File: src/rtl/rv32i_types.sv
// Shared types for the RV32I out-of-order core: the CDB broadcast and the reorder-buffer entry and commit bundles.
package rv32i_types;

  localparam int ROB_IDX_WIDTH = 5;
  localparam int ROB_DEPTH     = 1 << ROB_IDX_WIDTH;

  typedef struct packed {
    logic                     valid;
    logic [ROB_IDX_WIDTH-1:0] rob_idx;
    logic [31:0]              data;
  } cdb;

  typedef struct packed {
    logic        valid;
    logic        done;
    logic [4:0]  rd_addr;
    logic        regf_we;
    logic [31:0] data;
  } rob_entry_t;

  typedef struct packed {
    logic                     valid;
    logic [4:0]               rd_addr;
    logic [31:0]              data;
    logic [ROB_IDX_WIDTH-1:0] rob_idx;
    logic                     regf_we;
  } rob_commit_t;

endpackage

File: src/rtl/rob.sv
// Reorder buffer: allocates entries at dispatch, captures CDB results and retires them in program order.
// Optional synchronous flush is enabled with the ROB_FLUSH_EN macro.
module rob
  import rv32i_types::*;
#(
  parameter int ROB_IDX_WIDTH = 5
) (
  input  logic                     clk,
  input  logic                     rst,
  input  logic                     dispatch_valid,
  input  logic [4:0]               dispatch_rd_addr,
  input  logic                     dispatch_regf_we,
  output logic                     dispatch_ready,
  output logic [ROB_IDX_WIDTH-1:0] alloc_rob_idx,
  input  cdb                       cdbus,
  output logic                     commit_valid,
  output logic [4:0]               commit_rd_addr,
  output logic [31:0]              commit_data,
  output logic [ROB_IDX_WIDTH-1:0] commit_rob_idx,
  output logic                     commit_regf_we,
  output logic                     full,
  output logic                     empty
`ifdef ROB_FLUSH_EN
  ,
  input  logic                     flush
`endif
);

  localparam int DEPTH = 1 << ROB_IDX_WIDTH;

  // Handshake: an entry is allocated on any edge where dispatch_valid && dispatch_ready;
  // dispatch_ready depends on registered state only, so the dispatcher holds while it is low.
  rob_entry_t                entries [DEPTH];
  logic [ROB_IDX_WIDTH:0]    head;
  logic [ROB_IDX_WIDTH:0]    tail;
  logic [ROB_IDX_WIDTH-1:0]  head_idx;
  logic [ROB_IDX_WIDTH-1:0]  tail_idx;
  logic                      alloc;
  rob_commit_t               commit;

  assign head_idx       = head[ROB_IDX_WIDTH-1:0];
  assign tail_idx       = tail[ROB_IDX_WIDTH-1:0];
  assign empty          = (head == tail);
  assign full           = (head_idx == tail_idx) && (head[ROB_IDX_WIDTH] != tail[ROB_IDX_WIDTH]);
  assign dispatch_ready = !full;
  assign alloc_rob_idx  = tail_idx;
  assign alloc          = dispatch_valid && dispatch_ready;

  // Commit fields stay zero whenever nothing retires so the RAT never sees a stale index.
  always_comb begin
    commit = '0;
    if (entries[head_idx].valid && entries[head_idx].done) begin
      commit.valid   = 1'b1;
      commit.rd_addr = entries[head_idx].rd_addr;
      commit.data    = entries[head_idx].data;
      commit.rob_idx = head_idx;
      commit.regf_we = entries[head_idx].regf_we && (entries[head_idx].rd_addr != 5'd0);
    end
  end

  assign commit_valid   = commit.valid;
  assign commit_rd_addr = commit.rd_addr;
  assign commit_data    = commit.data;
  assign commit_rob_idx = commit.rob_idx;
  assign commit_regf_we = commit.regf_we;

  always_ff @(posedge clk) begin
    if (rst) begin
      for (int i = 0; i < DEPTH; i++) entries[i] <= '0;
      head <= '0;
      tail <= '0;
`ifdef ROB_FLUSH_EN
    end else if (flush) begin
      for (int i = 0; i < DEPTH; i++) entries[i] <= '0;
      head <= '0;
      tail <= '0;
`endif
    end else begin
      if (cdbus.valid && entries[cdbus.rob_idx].valid) begin
        entries[cdbus.rob_idx].done <= 1'b1;
        entries[cdbus.rob_idx].data <= cdbus.data;
      end
      if (commit.valid) begin
        entries[head_idx].valid <= 1'b0;
        head                    <= head + 1'b1;
      end
      // Written last so a (never legal) CDB hit on the fresh tail entry loses to the allocation.
      if (alloc) begin
        entries[tail_idx].valid   <= 1'b1;
        entries[tail_idx].done    <= 1'b0;
        entries[tail_idx].rd_addr <= dispatch_rd_addr;
        entries[tail_idx].regf_we <= dispatch_regf_we;
        entries[tail_idx].data    <= '0;
        tail                      <= tail + 1'b1;
      end
    end
  end

endmodule

File: config.mk
export PLATFORM = sky130hd
export DESIGN_NAME = rob
export DESIGN_NICKNAME = d
export VERILOG_FILES = /design/src/rtl/rv32i_types.sv /design/src/rtl/rob.sv
export SDC_FILE = /design/constraint.sdc
export NUM_CORES = 2
export LEC_CHECK = 0
export CAP_MARGIN = 20
export CORE_ASPECT_RATIO = 0.9
export CORE_MARGIN = 8
export CORE_UTILIZATION = 57
export DETAILED_ROUTE_END_ITERATION = 10
export DONT_BUFFER_PORTS = 1
export HOLD_SLACK_MARGIN = 0.12
export PLACE_DENSITY = 0.72
export SYNTH_ARGS = -nofsm -noshare
export SYNTH_HDL_FRONTEND = slang
export SYNTH_SLANG_ARGS = --single-unit
File: constraint.sdc
create_clock -name clk -period 2.89 [get_ports clk]
set_input_delay 0.578 -clock clk [delete_from_list [all_inputs] [get_ports clk]]
set_output_delay 0.578 -clock clk [all_outputs]
set_load 0.01 [all_outputs]
### Word-level counts from Yosys, hierarchy flattened

Memory sizes are Yosys's and may differ from the RTL's. A register that Yosys moved wholly into a read port is not among the register bits.
Cells that the tools add are included.

| word-level totals | value |
|---|---|
| bits in registers | 12 |
| RAM bits | 1280 |
| bits of input ports | 47 |
| word-level logic and storage cells | 41 |
| memories kept | 1 |

| operators by class | value |
|---|---|
| add/subtract/negate cells | 2 |
| eq/ne operators | 3 |
| multiplexer cells | 23 |
| reductions and logical operators | 10 |

Memories:

| name | depth | width | read ports | clocked after Yosys merged registers in | wr ports | RTL line | RTL |
|---|---|---|---|---|---|---|---|
| entries | 32 | 40 | 2 | 1 | 32 | rob.sv:33 | `rob_entry_t entries [DEPTH];` |

Operator list:

| operator | count |
|---|---|
| $mux W40 | 3 |
| $reduce_or A40 Y1 | 3 |
| $mux W44 | 1 |
| $mux W5 | 5 |
| $add A6 B1 Y6 const B | 2 |
| $mux W1 | 12 |
| $eq A6 B6 Y1 | 1 |
| $eq A5 B5 Y1 | 1 |
| $logic_and A1 B1 Y1 | 5 |
| $reduce_bool A5 Y1 | 1 |
| $mux W2 | 2 |
| $logic_not A1 Y1 | 1 |
| $ne A1 B1 Y1 | 1 |

### Depth between registers and ports, before layout

| depth | value |
|---|---|
| depth after elaboration | 9 |
| depth in mapped cells | 11 |

### Worst setup path before layout

Ideal clock, no wire load.

| timing | value |
|---|---|
| path type | flip-flop to output port |
| start | register with a tool-made name |
| end | output port commit_data[0] |
| arrival | 2379 ps |
| setup slack | -67 ps |
| cell stages (with the launch flop) | 9 |
| cell sequence | dfxtp_1 > buf_4 > buf_2 > clkbuf_1 > buf_2 > mux4_2 > mux4_2 > nand2_1 > a21oi_1 |

RTL lines:

| item | RTL line | RTL |
|---|---|---|
| end, declared | rob.sv:18 | `output logic [31:0] commit_data,` |

==> results.sh <==
export IMPL_netlist_area_leader_share_pct=41.9
export IMPL_ys_seq_elements=1297
export IMPL_final_max_slew_violation_count=0
export IMPL_critPathMostFrequentCell="buf_12"
export IMPL_htreeDepth=4
export IMPL_synth_avg_cell_area_um2=13.1
export IMPL_synthFlopType="dfxtp_1"
export IMPL_hpwl_um=103000
export IMPL_path_cells="buf_12 -> buf_16 -> mux4_2 -> a221oi_2 -> a22oi_2 -> buf_12 -> a21oi_1 -> buf_4"
export IMPL_ir_drop_mv=0.489
export IMPL_grt_start_max_net_pins=65
export IMPL_critPathRequiredTime_ns=2.31
export IMPL_yosys_area_share_simple_pct=5.27
export IMPL_slowest_stage="mux4_2"
export IMPL_syn_nets=4084
export IMPL_start_kind="flip-flop"
export IMPL_post_route_period_util_pct=131
export IMPL_die_h_um=305
export IMPL_rsz0062_at_grt="true"
export IMPL_cts_root_buf="clkbuf_16"
export IMPL_powerDensity_nw_per_um2=597
export IMPL_total_power_mw=37.8
export IMPL_ys_async_sr_fraction_pct=0
export IMPL_failed_checks="negative setup slack"
export IMPL_antenna_found_initial=0
export IMPL_synth_compound_area_share_pct=20.0
export IMPL_r2r_cells=6
export IMPL_dieArea_um2=103000
export IMPL_synth_mux_area_share_pct=16.6
export IMPL_grt_overflow_total=0
export IMPL_hold_class="input pin to flip-flop"
export IMPL_max_stage_delay_ns=0.54
export IMPL_finalSetupTns_ns=-35.05
export IMPL_wl_um=171000
export IMPL_synth_top_family_by_area="compound AO/OA/AOI/OAI gates"
export IMPL_drtPass1Iterations=7
export IMPL_period_minus_slack_ns=3.78
export IMPL_hold_path_depth=2
export IMPL_yosys_warnings=0
export IMPL_path_clk_slew_ns=0.06
export IMPL_worstSkewPairLatency_ns=0.76
export IMPL_synth_area_leaders="dfxtp_1 (42%), a22o_1 (17%), mux4_2 (16%), edfxtp_1 (11%), and3_1 (2.1%)"
export IMPL_ios=99
export IMPL_fmax_mhz=265
export IMPL_wl_per_cell_um=31.6
export IMPL_p_leak_nw=23.9
export IMPL_arrival_ns=3.20
export IMPL_grt_pass1_wl_um=253000
export IMPL_drc=0
export IMPL_worstSetupEndpointType="output pin"
export IMPL_die_width_um=337
export IMPL_path_delay_family="buffers and inverters"
export IMPL_ant_nets=0
export IMPL_reg2reg_from="entries[6][39]"
export IMPL_area_delta_synth_final_pct=20.0
export IMPL_vias_per_cell=7.18
export IMPL_rows=106
export IMPL_hp_start="cdbus[31]"
export IMPL_cts_buffers=132
export IMPL_finalWorstSetupSlack_ns=-0.889
export IMPL_drt_iter0_drc=4911
export IMPL_whs_ns=0.159
export IMPL_critical_path_class="flip-flop to output pin"
export IMPL_path_buf_inv=4
export IMPL_grt_usage_pct=32.3
export IMPL_drive_gt1_share_pct=29.1
export IMPL_tightest_slew_ns=1.21
export IMPL_syn_inst=4028
export IMPL_initial_utilization_pct=57.2
export IMPL_num_vias=38800
export IMPL_worstPathMaxFanout=33
export IMPL_cts_buffer_depth=3
export IMPL_skew_ns=0.0368
export IMPL_synth_xor_area_share_pct=0.183
export IMPL_gp_congestion=0.945
export IMPL_nNetsFinal=4110
export IMPL_ys_seq_area_share_pct=52.9
export IMPL_synth_cell_types=55
export IMPL_slew_limit_headroom_pct=19.1
export IMPL_status="finished, violations left"
export IMPL_synthAdderAreaFrac_pct=0.213
export IMPL_synth_edf_count=192
export IMPL_grt_pass1_vias=38300
export IMPL_r2r_setup_slack_ns=0.06
export IMPL_coreArea_um2=92300
export IMPL_finalSetupViolCount=44
export IMPL_reg2reg_to="entries[21][7]"
export IMPL_numClockSinks=1297
export IMPL_drv_cap=0
export IMPL_io_buffers=0
export IMPL_cts_tree="done"
export IMPL_synth_top_cell_by_area="dfxtp_1"
export IMPL_min_to="entries[29][31]"
export IMPL_syn_area_um2=52800
export IMPL_hold_viol_final=0
==> layout by cell type (no fill, tap or decap), drive strengths merged, types with 38 or more instances in the layout <==
cell type	count
nor2	38
dfxtp	1105
buf	399
clkbuf	191
a31o	46
mux4	380
inv	47
a21oi	60
edfxtp	192
nand2	121
and3	179
a22o	1024
nand3	62
==> routing by layer <==
layer  wire (µm)  vias to the layer above  GRT usage, %
li1            -                    15900             -
met1       65500                    19700          43.8
met2       78400                     2663          49.7
met3       19100                      478          7.01
met4        7730                        0          14.3
met5           0                        -             0
==> worst max-delay path by stage <==
stage / slack (ns) / end / depth (start not counted) / start
after detailed placement: -0.20 / commit_rob_idx[0] / 9 / flip-flop
after floorplan: 0.04 / commit_regf_we / 7 / flip-flop
final: -0.89 / commit_data[27] / 8 / flip-flop
after CTS: -0.87 / commit_data[15] / 10 / flip-flop
after global placement: -0.22 / commit_rob_idx[0] / 9 / flip-flop
after global routing: -0.92 / commit_regf_we / 10 / flip-flop
==> sequential cells by signal, summed over array words and instances, names as in the netlist, named ones only <==
| register | cells |
|---|---|
| head | 6 |
| tail | 6 |
| entries | 1280 |
==> area by class of cell <==
type | instances | area [µm²]
Tap cell | 1242 | 1550
Timing Repair Buffer | 419 | 6000
Clock inverter | 51 | 736
Antenna cell | 1 | 2.50
Inverter | 38 | 153
Clock buffer | 185 | 3790
Fill cell | 6197 | 29000
Sequential cell | 1297 | 27900
Multi-Input combinational cell | 2166 | 23200
==> repair_timing <==
action / CTS / global route
gates cloned: 12 / 5
endpoints found under the setup margin: 76 / 90
hold endpoints to repair: 1233 / 0
hold buffers: 41 / 0
buffers inserted: 22 / 12
gates resized for setup: 121 / 39
pin swaps: 10 / 11
==> Yosys cell counts, drive strengths merged (4+ instances only) <==
library cell,instances
mux2i,16
o21bai,20
inv,37
nor3b,9
edfxtp,192
and4,5
mux4,380
a21boi,8
mux2,5
ha,9
and2,34
a31o,46
and3,179
buf,256
dfxtp,1105
a32o,20
a21oi,60
nor3,15
nor2b,32
o21ai,6
nor2,37
xnor2,8
o22ai,7
a22oi,19
or3,4
nand2,121
clkbuf,272
a221oi,4
and3b,4
nand3,62
a31oi,6
o211ai,5
a22o,1024
==> cell families after synthesis <==
group	after synthesis
AO/OA/AOI/OAI	1233
XOR/XNOR	11
adder cells (fa/ha/maj)	9
buffers and inverters	566
flip-flops	1297
multiplexers	401
AND/OR/NAND/NOR	511
==> report_power, final <==
part	total (mW)	switching, mW	internal, mW	leakage, nW
Sequential	18.4	0.0359	18.4	10.9
Clock	17.8	7.44	10.3	2.22
Combinational	1.59	1.10	0.488	10.8
==> per-stage QoR <==
| stage | setup WS (ns) | util [%] | cell area (µm²) | cells |
|---|---|---|---|---|
| 4_1_cts | -0.874 | 68.1 | 62900 | 5376 |
| 3_3_place_gp | -0.223 | 61.3 | 56600 | 5065 |
| 2_1_floorplan | 0.0414 | - | 52800 | 4028 |
| 3_5_place_dp | -0.201 | 61.3 | 56600 | 5065 |
| 6_report | -0.889 | 68.6 | 63300 | 5399 |
| 5_1_grt | -0.920 | 68.6 | 63300 | 5398 |
Note: power is estimated with default switching activity, not from simulation.
